===== config.mk =====
export PLATFORM = sky130hd
export DESIGN_NAME = ssd1322_rx
export DESIGN_NICKNAME = d
export VERILOG_FILES = /design/src/rtl/ssd1322_pkg.sv /design/src/rtl/ssd1322_addr_gen.sv /design/src/rtl/ssd1322_rx.sv
export SDC_FILE = /design/constraint.sdc
export NUM_CORES = 1
export LEC_CHECK = 0
export BUFFER_PORTS_ARGS = -buffer_cell sky130_fd_sc_hd__buf_2
export CAP_MARGIN = 20
export CELL_PAD_IN_SITES_DETAIL_PLACEMENT = 0
export CELL_PAD_IN_SITES_GLOBAL_PLACEMENT = 1
export CORE_MARGIN = 3
export CORE_UTILIZATION = 38
export DETAILED_ROUTE_END_ITERATION = 7
export GPL_ROUTABILITY_DRIVEN = 0
export PLACE_DENSITY = 0.7
export SYNTH_ARGS = -nofsm -noshare
export SYNTH_HDL_FRONTEND = slang
export SYNTH_SLANG_ARGS = --single-unit

===== constraint.sdc =====
create_clock -name clk -period 1.8 [get_ports clk]
set_input_delay 0.18 -clock clk [delete_from_list [all_inputs] [get_ports clk]]
set_output_delay 0.18 -clock clk [all_outputs]
set_load 0.05 [all_outputs]

===== src/rtl/ssd1322_pkg.sv =====
// Shared SSD1322 bus definitions: opcodes, receiver FSM states and the
// command arity table used by both the receiver and the transmitter.
package ssd1322_pkg;

  localparam logic [7:0] CMD_SET_COL   = 8'h15;
  localparam logic [7:0] CMD_SET_ROW   = 8'h75;
  localparam logic [7:0] CMD_WRITE_RAM = 8'h5C;
  localparam logic [7:0] CMD_REMAP     = 8'hA0;
  localparam logic [7:0] CMD_DISP_OFF  = 8'hAE;
  localparam logic [7:0] CMD_DISP_ON   = 8'hAF;
  localparam logic [7:0] CMD_CLK_DIV   = 8'hB3;
  localparam logic [7:0] CMD_SET_VSL   = 8'hB4;
  localparam logic [7:0] CMD_DISP_ENH  = 8'hD1;

  localparam logic [6:0] RESET_COL_END = 7'h77;
  localparam logic [6:0] RESET_ROW_END = 7'h7F;

  // Arity code 3 marks a command followed by an unbounded data stream.
  localparam logic [1:0] ARITY_UNBOUNDED = 2'd3;

  typedef enum logic [1:0] {
    ST_IDLE,
    ST_PARAM,
    ST_WRITE_RAM
  } rx_state_t;

  function automatic logic [1:0] cmd_arity(input logic [7:0] c);
    case (c)
      CMD_SET_COL, CMD_SET_ROW, CMD_REMAP,
      CMD_SET_VSL, CMD_DISP_ENH:       return 2'd2;
      CMD_DISP_OFF, CMD_DISP_ON:       return 2'd0;
      CMD_WRITE_RAM:                   return ARITY_UNBOUNDED;
      default:                         return 2'd1;
    endcase
  endfunction

endpackage


===== src/rtl/ssd1322_addr_gen.sv =====
// Column/row write window, RAM pointers and framebuffer address formation
// for bytes streamed after Write RAM.
module ssd1322_addr_gen
  import ssd1322_pkg::*;
#(
  parameter int COL_OFFSET = 28
) (
  input  logic        clk,
  input  logic        rst_n,
  input  logic        col_start_we,
  input  logic        col_end_we,
  input  logic        row_start_we,
  input  logic        row_end_we,
  input  logic [6:0]  value,
  input  logic        write_start,
  input  logic        ram_byte,
  input  logic [7:0]  ram_data,
  output logic        pixel_we,
  output logic [12:0] pixel_addr,
  output logic [7:0]  pixel_data
);

  localparam logic [6:0] COL_FIRST = 7'(COL_OFFSET);
  localparam logic [7:0] COL_LAST  = 8'(COL_OFFSET + 63);

  logic [6:0] col_start_reg, col_end_reg, row_start_reg, row_end_reg;
  logic [6:0] col_reg, row_reg;
  logic       byte_sel_reg;
  logic [5:0] col_off;
  logic       in_range;
  logic [6:0] row_adv;

  assign col_off  = 6'(col_reg - COL_FIRST);
  assign in_range = (col_reg >= COL_FIRST) && ({1'b0, col_reg} <= COL_LAST) &&
                    (row_reg < 7'd64);
  // Pointers wrap mod 128, so a start>end window still reaches its end.
  assign row_adv  = (row_reg == row_end_reg) ? row_start_reg : row_reg + 7'd1;

  always_ff @(posedge clk or negedge rst_n) begin
    if (!rst_n) begin
      col_start_reg <= 7'h00;
      col_end_reg   <= RESET_COL_END;
      row_start_reg <= 7'h00;
      row_end_reg   <= RESET_ROW_END;
      col_reg       <= 7'h00;
      row_reg       <= 7'h00;
      byte_sel_reg  <= 1'b0;
      pixel_we      <= 1'b0;
      pixel_addr    <= '0;
      pixel_data    <= '0;
    end else begin
      pixel_we <= 1'b0;
      if (col_start_we) begin
        col_start_reg <= value;
        col_reg       <= value;
      end
      if (col_end_we) col_end_reg <= value;
      if (row_start_we) begin
        row_start_reg <= value;
        row_reg       <= value;
      end
      if (row_end_we) row_end_reg <= value;
      if (write_start) byte_sel_reg <= 1'b0;
      if (ram_byte) begin
        pixel_we     <= in_range;
        pixel_addr   <= {row_reg[5:0], col_off, byte_sel_reg};
        pixel_data   <= ram_data;
        byte_sel_reg <= ~byte_sel_reg;
        if (byte_sel_reg) begin
          if (col_reg == col_end_reg) begin
            col_reg <= col_start_reg;
            row_reg <= row_adv;
          end else begin
            col_reg <= col_reg + 7'd1;
          end
        end
      end
    end
  end

endmodule


===== src/rtl/ssd1322_rx.sv =====
// SSD1322 parallel-bus responder: synchronizes the bus, detects E falling
// edges, decodes commands/parameters and drives framebuffer write strobes.
module ssd1322_rx
  import ssd1322_pkg::*;
#(
  parameter int SYNC_STAGES = 2,
  parameter int COL_OFFSET  = 28
) (
  input  logic        clk,
  input  logic        rst_n,
  input  logic        oled_cs,
  input  logic        oled_dc,
  input  logic        oled_e,
  input  logic [7:0]  oled_din,
  output logic        cmd_valid,
  output logic [7:0]  cmd,
  output logic        param_valid,
  output logic [7:0]  param,
  output logic        param_idx,
  output logic        pixel_we,
  output logic [12:0] pixel_addr,
  output logic [7:0]  pixel_data,
  output logic        display_on,
  output logic        err_stray
);

  logic [SYNC_STAGES-1:0]      cs_sync, dc_sync, e_sync;
  logic [SYNC_STAGES-1:0][7:0] din_sync;
  logic                        e_last;
  logic                        cs_s, dc_s, e_s;
  logic [7:0]                  din_s;
  logic                        byte_ev;

  rx_state_t  state_reg, state_next;
  logic       pidx_reg, pidx_next;
  logic [1:0] arity_reg, arity_next;

  logic is_cmd, is_param, is_stray, is_ram;

  always_ff @(posedge clk or negedge rst_n) begin
    if (!rst_n) begin
      cs_sync  <= '1;
      dc_sync  <= '0;
      e_sync   <= '0;
      din_sync <= '0;
      e_last   <= 1'b0;
    end else begin
      cs_sync[0]  <= oled_cs;
      dc_sync[0]  <= oled_dc;
      e_sync[0]   <= oled_e;
      din_sync[0] <= oled_din;
      for (int i = 1; i < SYNC_STAGES; i++) begin
        cs_sync[i]  <= cs_sync[i-1];
        dc_sync[i]  <= dc_sync[i-1];
        e_sync[i]   <= e_sync[i-1];
        din_sync[i] <= din_sync[i-1];
      end
      e_last <= e_s;
    end
  end

  assign cs_s    = cs_sync[SYNC_STAGES-1];
  assign dc_s    = dc_sync[SYNC_STAGES-1];
  assign e_s     = e_sync[SYNC_STAGES-1];
  assign din_s   = din_sync[SYNC_STAGES-1];
  assign byte_ev = e_last && !e_s && !cs_s;

  always_ff @(posedge clk or negedge rst_n) begin
    if (!rst_n) begin
      state_reg <= ST_IDLE;
      pidx_reg  <= 1'b0;
      arity_reg <= 2'd0;
    end else begin
      state_reg <= state_next;
      pidx_reg  <= pidx_next;
      arity_reg <= arity_next;
    end
  end

  // A command byte is accepted in any state and restarts decoding.
  always_comb begin
    state_next = state_reg;
    pidx_next  = pidx_reg;
    arity_next = arity_reg;
    if (byte_ev && !dc_s) begin
      arity_next = cmd_arity(din_s);
      pidx_next  = 1'b0;
      if (arity_next == 2'd0)                 state_next = ST_IDLE;
      else if (arity_next == ARITY_UNBOUNDED) state_next = ST_WRITE_RAM;
      else                                    state_next = ST_PARAM;
    end else if (byte_ev && dc_s && state_reg == ST_PARAM) begin
      pidx_next = pidx_reg + 1'b1;
      if ({1'b0, pidx_reg} + 2'd1 == arity_reg) state_next = ST_IDLE;
    end
  end

  always_comb begin
    is_cmd   = byte_ev && !dc_s;
    is_param = byte_ev && dc_s && (state_reg == ST_PARAM);
    is_stray = byte_ev && dc_s && (state_reg == ST_IDLE);
    is_ram   = byte_ev && dc_s && (state_reg == ST_WRITE_RAM);
  end

  always_ff @(posedge clk or negedge rst_n) begin
    if (!rst_n) begin
      cmd_valid   <= 1'b0;
      cmd         <= 8'h00;
      param_valid <= 1'b0;
      param       <= 8'h00;
      param_idx   <= 1'b0;
      err_stray   <= 1'b0;
      display_on  <= 1'b0;
    end else begin
      cmd_valid   <= is_cmd;
      param_valid <= is_param;
      err_stray   <= is_stray;
      if (is_cmd) begin
        cmd <= din_s;
        if (din_s == CMD_DISP_ON)  display_on <= 1'b1;
        if (din_s == CMD_DISP_OFF) display_on <= 1'b0;
      end
      if (is_param) begin
        param     <= din_s;
        param_idx <= pidx_reg;
      end
    end
  end

  ssd1322_addr_gen #(
    .COL_OFFSET(COL_OFFSET)
  ) u_addr_gen (
    .clk          (clk),
    .rst_n        (rst_n),
    .col_start_we (is_param && cmd == CMD_SET_COL && !pidx_reg),
    .col_end_we   (is_param && cmd == CMD_SET_COL &&  pidx_reg),
    .row_start_we (is_param && cmd == CMD_SET_ROW && !pidx_reg),
    .row_end_we   (is_param && cmd == CMD_SET_ROW &&  pidx_reg),
    .value        (din_s[6:0]),
    .write_start  (is_cmd && din_s == CMD_WRITE_RAM),
    .ram_byte     (is_ram),
    .ram_data     (din_s),
    .pixel_we     (pixel_we),
    .pixel_addr   (pixel_addr),
    .pixel_data   (pixel_data)
  );

endmodule

==> summary.md <==
| Metric | Value |
|---|---|
| Root buffer cell | clkbuf_16 |
| Layout cell share with drive strength beyond 1 | 42.28% |
| Worst r2r src | cs_sync[1] |
| Final period utilization | 98.30% |
| Vias/cell | 4.832 |
| Area grow syn2layout | 31.96% |
| Clk Latency, worst-skew pair | 0.41 ns |
| Area after DPL | 5700 µm² |
| H-tree levels | 4 |
| Routed Antenna Nets | 0 |
| Clock share of power | 48.9% |
| Unique masters post-synth | 45 |
| Clk sinks | 114 |
| Post-Syn Area | 4960 µm² |
| I/O pins | 56 |
| Post-DP HPWL | 7.346 mm |
| Worst-Margin Slew | 0.6255 ns |
| Die Height | 120.2 µm |
| Initial antenna violation count | 0 |
| Post-DR wirelength/cell | 16.01 µm |
| RSZ-0062 raised after global routing | true |
| Fin. Hold Viols | 0 |
| Net Sw Frac | 25.51% |
| Mapped Cells | 385 |
| DRT met1 WL | 4.707 mm |
| Gate power share | 11.9% |
| IO Port Bufs | 55 |
| Maximum number of pins on one net before global-route repair | 45 |
| Flops & latches, synth | 114 |
| Largest Register | u_addr_gen.pixel_addr |
| Sequential cell fraction of total power | 39.2% |
| Core area | 12670 µm² |
| Routed wl met2 | 5.472 mm |
| CP startpoint kind | flop |
| Max Transition Viols Final | 0 |
| Clock slew at reported path FFs | 0.05 ns |
| Leakage | 3.124 nW |
| Peak VDD IR | 785.8 µV |
| Number of synthesized flops with an enable pin | 0 |
| Async S/R FF share, synth | 100.0% |
| Hold WC Path Type | input port to async pin |
| Setup CP Type | flop to flop |
| Starting density of the core | 39.14% |
| Routed wire length | 10.74 mm |
| P_sw | 1.861 mW |
| Slew headroom | 58.30% |
| First-pass GRT wire length | 17.44 mm |
| Fill count | 1104 |
| Setup TNS | 0 ns |
| Clock Skew | 0.008923 ns |
| CTS Buffer Depth | 2 |
| Worst Setup End Kind | flop |
| Net Count, Synth | 403 |
| WL met3 | 356 µm |
| Die ar. | 14460 µm² |
| Number of diodes | 0 |
| Worst path required time | 2.09 ns |
| Max_cap viols | 0 |
| Pint | 5.436 mW |
| Clock period minus worst slack | 1.769 ns |
| Cell area after layout | 6545 µm² |
| Reg2Reg Depth | 6 |
| Top_reg_cell synth | dfrtp_1 |
| Outcome | finished clean |
| Nets | 504 |
| WP data arrival | 2.06 ns |
| CTS tree | done |
| Vias | 3242 |
| GR Overflow Total | 0 |
| FF-to-FF setup slack | 0.03 ns |
| GR Util All Layers | 15.94% |
| CTS Buf Count | 17 |
| Sequential share of the synthesized area | 57.90% |
| Die W | 120.2 µm |
| Vias in the first global route | 3351 |
| Ys Warns | 0 |
| Iter 0 DRT Violations | 121 |
| Setup violators final | 0 |
| First-pass iteration count of the detailed router | 4 |
| DRC violation count after routing | 0 |
| Max Fclk | 0.5651 GHz |
| Mean area per synthesized cell | 12.88 µm² |
| Rows | 41 |
| Highest metal used | met4 |
| Max reg flops | 13 |
| Pwr Density | 1115 nW/µm² |
| Crit-path max FO | 7 |
| Worst r2r dst | u_addr_gen.col_start_reg[2] |
[how the worst max path moves through the flow]
stage | start | to | slack, ns | depth (start not counted)
4_1_cts | e_sync[1] | u_addr_gen.col_start_reg[2] | 0.02 | 5
3_3_place_gp | e_sync[1] | u_addr_gen.col_start_reg[6] | 0.06 | 5
2_1_floorplan | cmd[3] | u_addr_gen.col_start_reg[4] | -0.1 | 5
3_5_place_dp | e_sync[1] | u_addr_gen.row_end_reg[5] | 0.03 | 5
5_1_grt | cs_sync[1] | u_addr_gen.col_reg[6] | -0.06 | 7
6_report | cs_sync[1] | u_addr_gen.col_start_reg[2] | 0.03 | 6
[critical path, stage by stage, from the launching register on]
cell      delay (ns)
dfstp_2         0.36
and4bb_4        0.36
nand4_4         0.15
nor4_4          0.15
buf_4           0.18
buf_12          0.13
mux2_2          0.33
[routing by layer]
metal	vias to the layer above	GRT usage (%)
li1	1541	-
met1	1620	18.81
met2	65	27.05
met3	16	4.771
met4	0	6.941
met5	-	0
[through the flow]
stage | setup WS (ns) | utilization, % | power (mW) | hold WS [ns] | instances
2_1_floorplan | -0.09661 | - | 3.450 | -0.1156 | 385
3_3_place_gp | 0.06488 | 44.99 | 3.738 | 0.2318 | 624
3_5_place_dp | 0.03329 | 44.99 | 3.755 | 0.2426 | 624
4_1_cts | 0.01609 | 50.99 | 7.376 | 0.3424 | 668
5_1_grt | -0.05630 | 51.65 | 7.577 | 0.3456 | 671
6_report | 0.03053 | 51.65 | 7.297 | 0.3380 | 671
[cells in the mapped netlist, types with 5 or more instances]
| cell | number | share of area, % |
|---|---|---|
| clkbuf_1 | 7 | 0.53 |
| mux2_2 | 50 | 11 |
| mux2i_1 | 42 | 8.5 |
| dfrtp_1 | 99 | 50 |
| ha_1 | 5 | 1.3 |
| buf_2 | 13 | 1.3 |
| xor2_1 | 14 | 2.5 |
| inv_1 | 7 | 0.53 |
| xnor2_1 | 13 | 2.3 |
| o21ai_0 | 13 | 1.3 |
| nand2_1 | 45 | 3.4 |
| a21oi_1 | 5 | 0.50 |
| nor2_1 | 14 | 1.1 |
| dfstp_2 | 15 | 7.9 |
| nand3_1 | 8 | 0.81 |
[cells by family after synthesis]
group	share of synthesized area, %
mux	19.83
flops	57.90
fa+ha+maj	1.261
buf+inv	2.750
compound gates	2.876
xor+xnor	4.768
simple gates	10.62
[power by group through the flow]
stage	clock network (mW)	registers (mW)	logic (mW)
6_report	3.57	2.86	0.871
5_1_grt	3.77	2.88	0.933
4_1_cts	3.64	2.86	0.879
3_5_place_dp	0	2.90	0.857
3_3_place_gp	0	2.89	0.849
2_1_floorplan	0	3.25	0.202
[final cells by class]
class / count / area [µm²] / area share, %
Inverter: 7 / 26.28 / 0.4015
Clock inverter: 9 / 152.6 / 2.332
Timing Repair Buffer: 104 / 780.7 / 11.93
Multi-Input combinational cell: 242 / 2001 / 30.57
Tap cell: 172 / 215.2 / 3.288
Sequential cell: 114 / 2882 / 44.03
Clock buffer: 23 / 488.0 / 7.456
[repair_timing]
item                                    4_1_cts  5_1_grt
hold endpoints to repair                     50        0
resized for setup                             0       12
buffers inserted                              0        2
hold buffers                                 12        0
endpoints found under the setup margin        0       23
[cells in the final DEF (no fill, tap or decap), types with 2 or more instances in the layout]
cell	n
nand4_4	2
xnor2_1	13
inv_1	7
xor2_1	14
nand3b_1	2
clkbuf_16	18
mux2i_1	39
clkbuf_1	2
clkinv_2	2
bufinv_16	4
clkinvlp_4	3
buf_4	30
dfrtp_1	91
clkbuf_8	4
mux2i_2	3
nand3_1	7
a21oi_1	5
dfrtp_2	8
nand2b_1	2
nand2_1	44
mux2_2	45
buf_12	7
o21ai_0	13
buf_2	54
dfstp_2	15
mux2_4	5
nand4_1	2
nor2_1	14
ha_1	5
dlygate4sd3_1	12
Note: power is estimated with default switching activity, not from simulation.
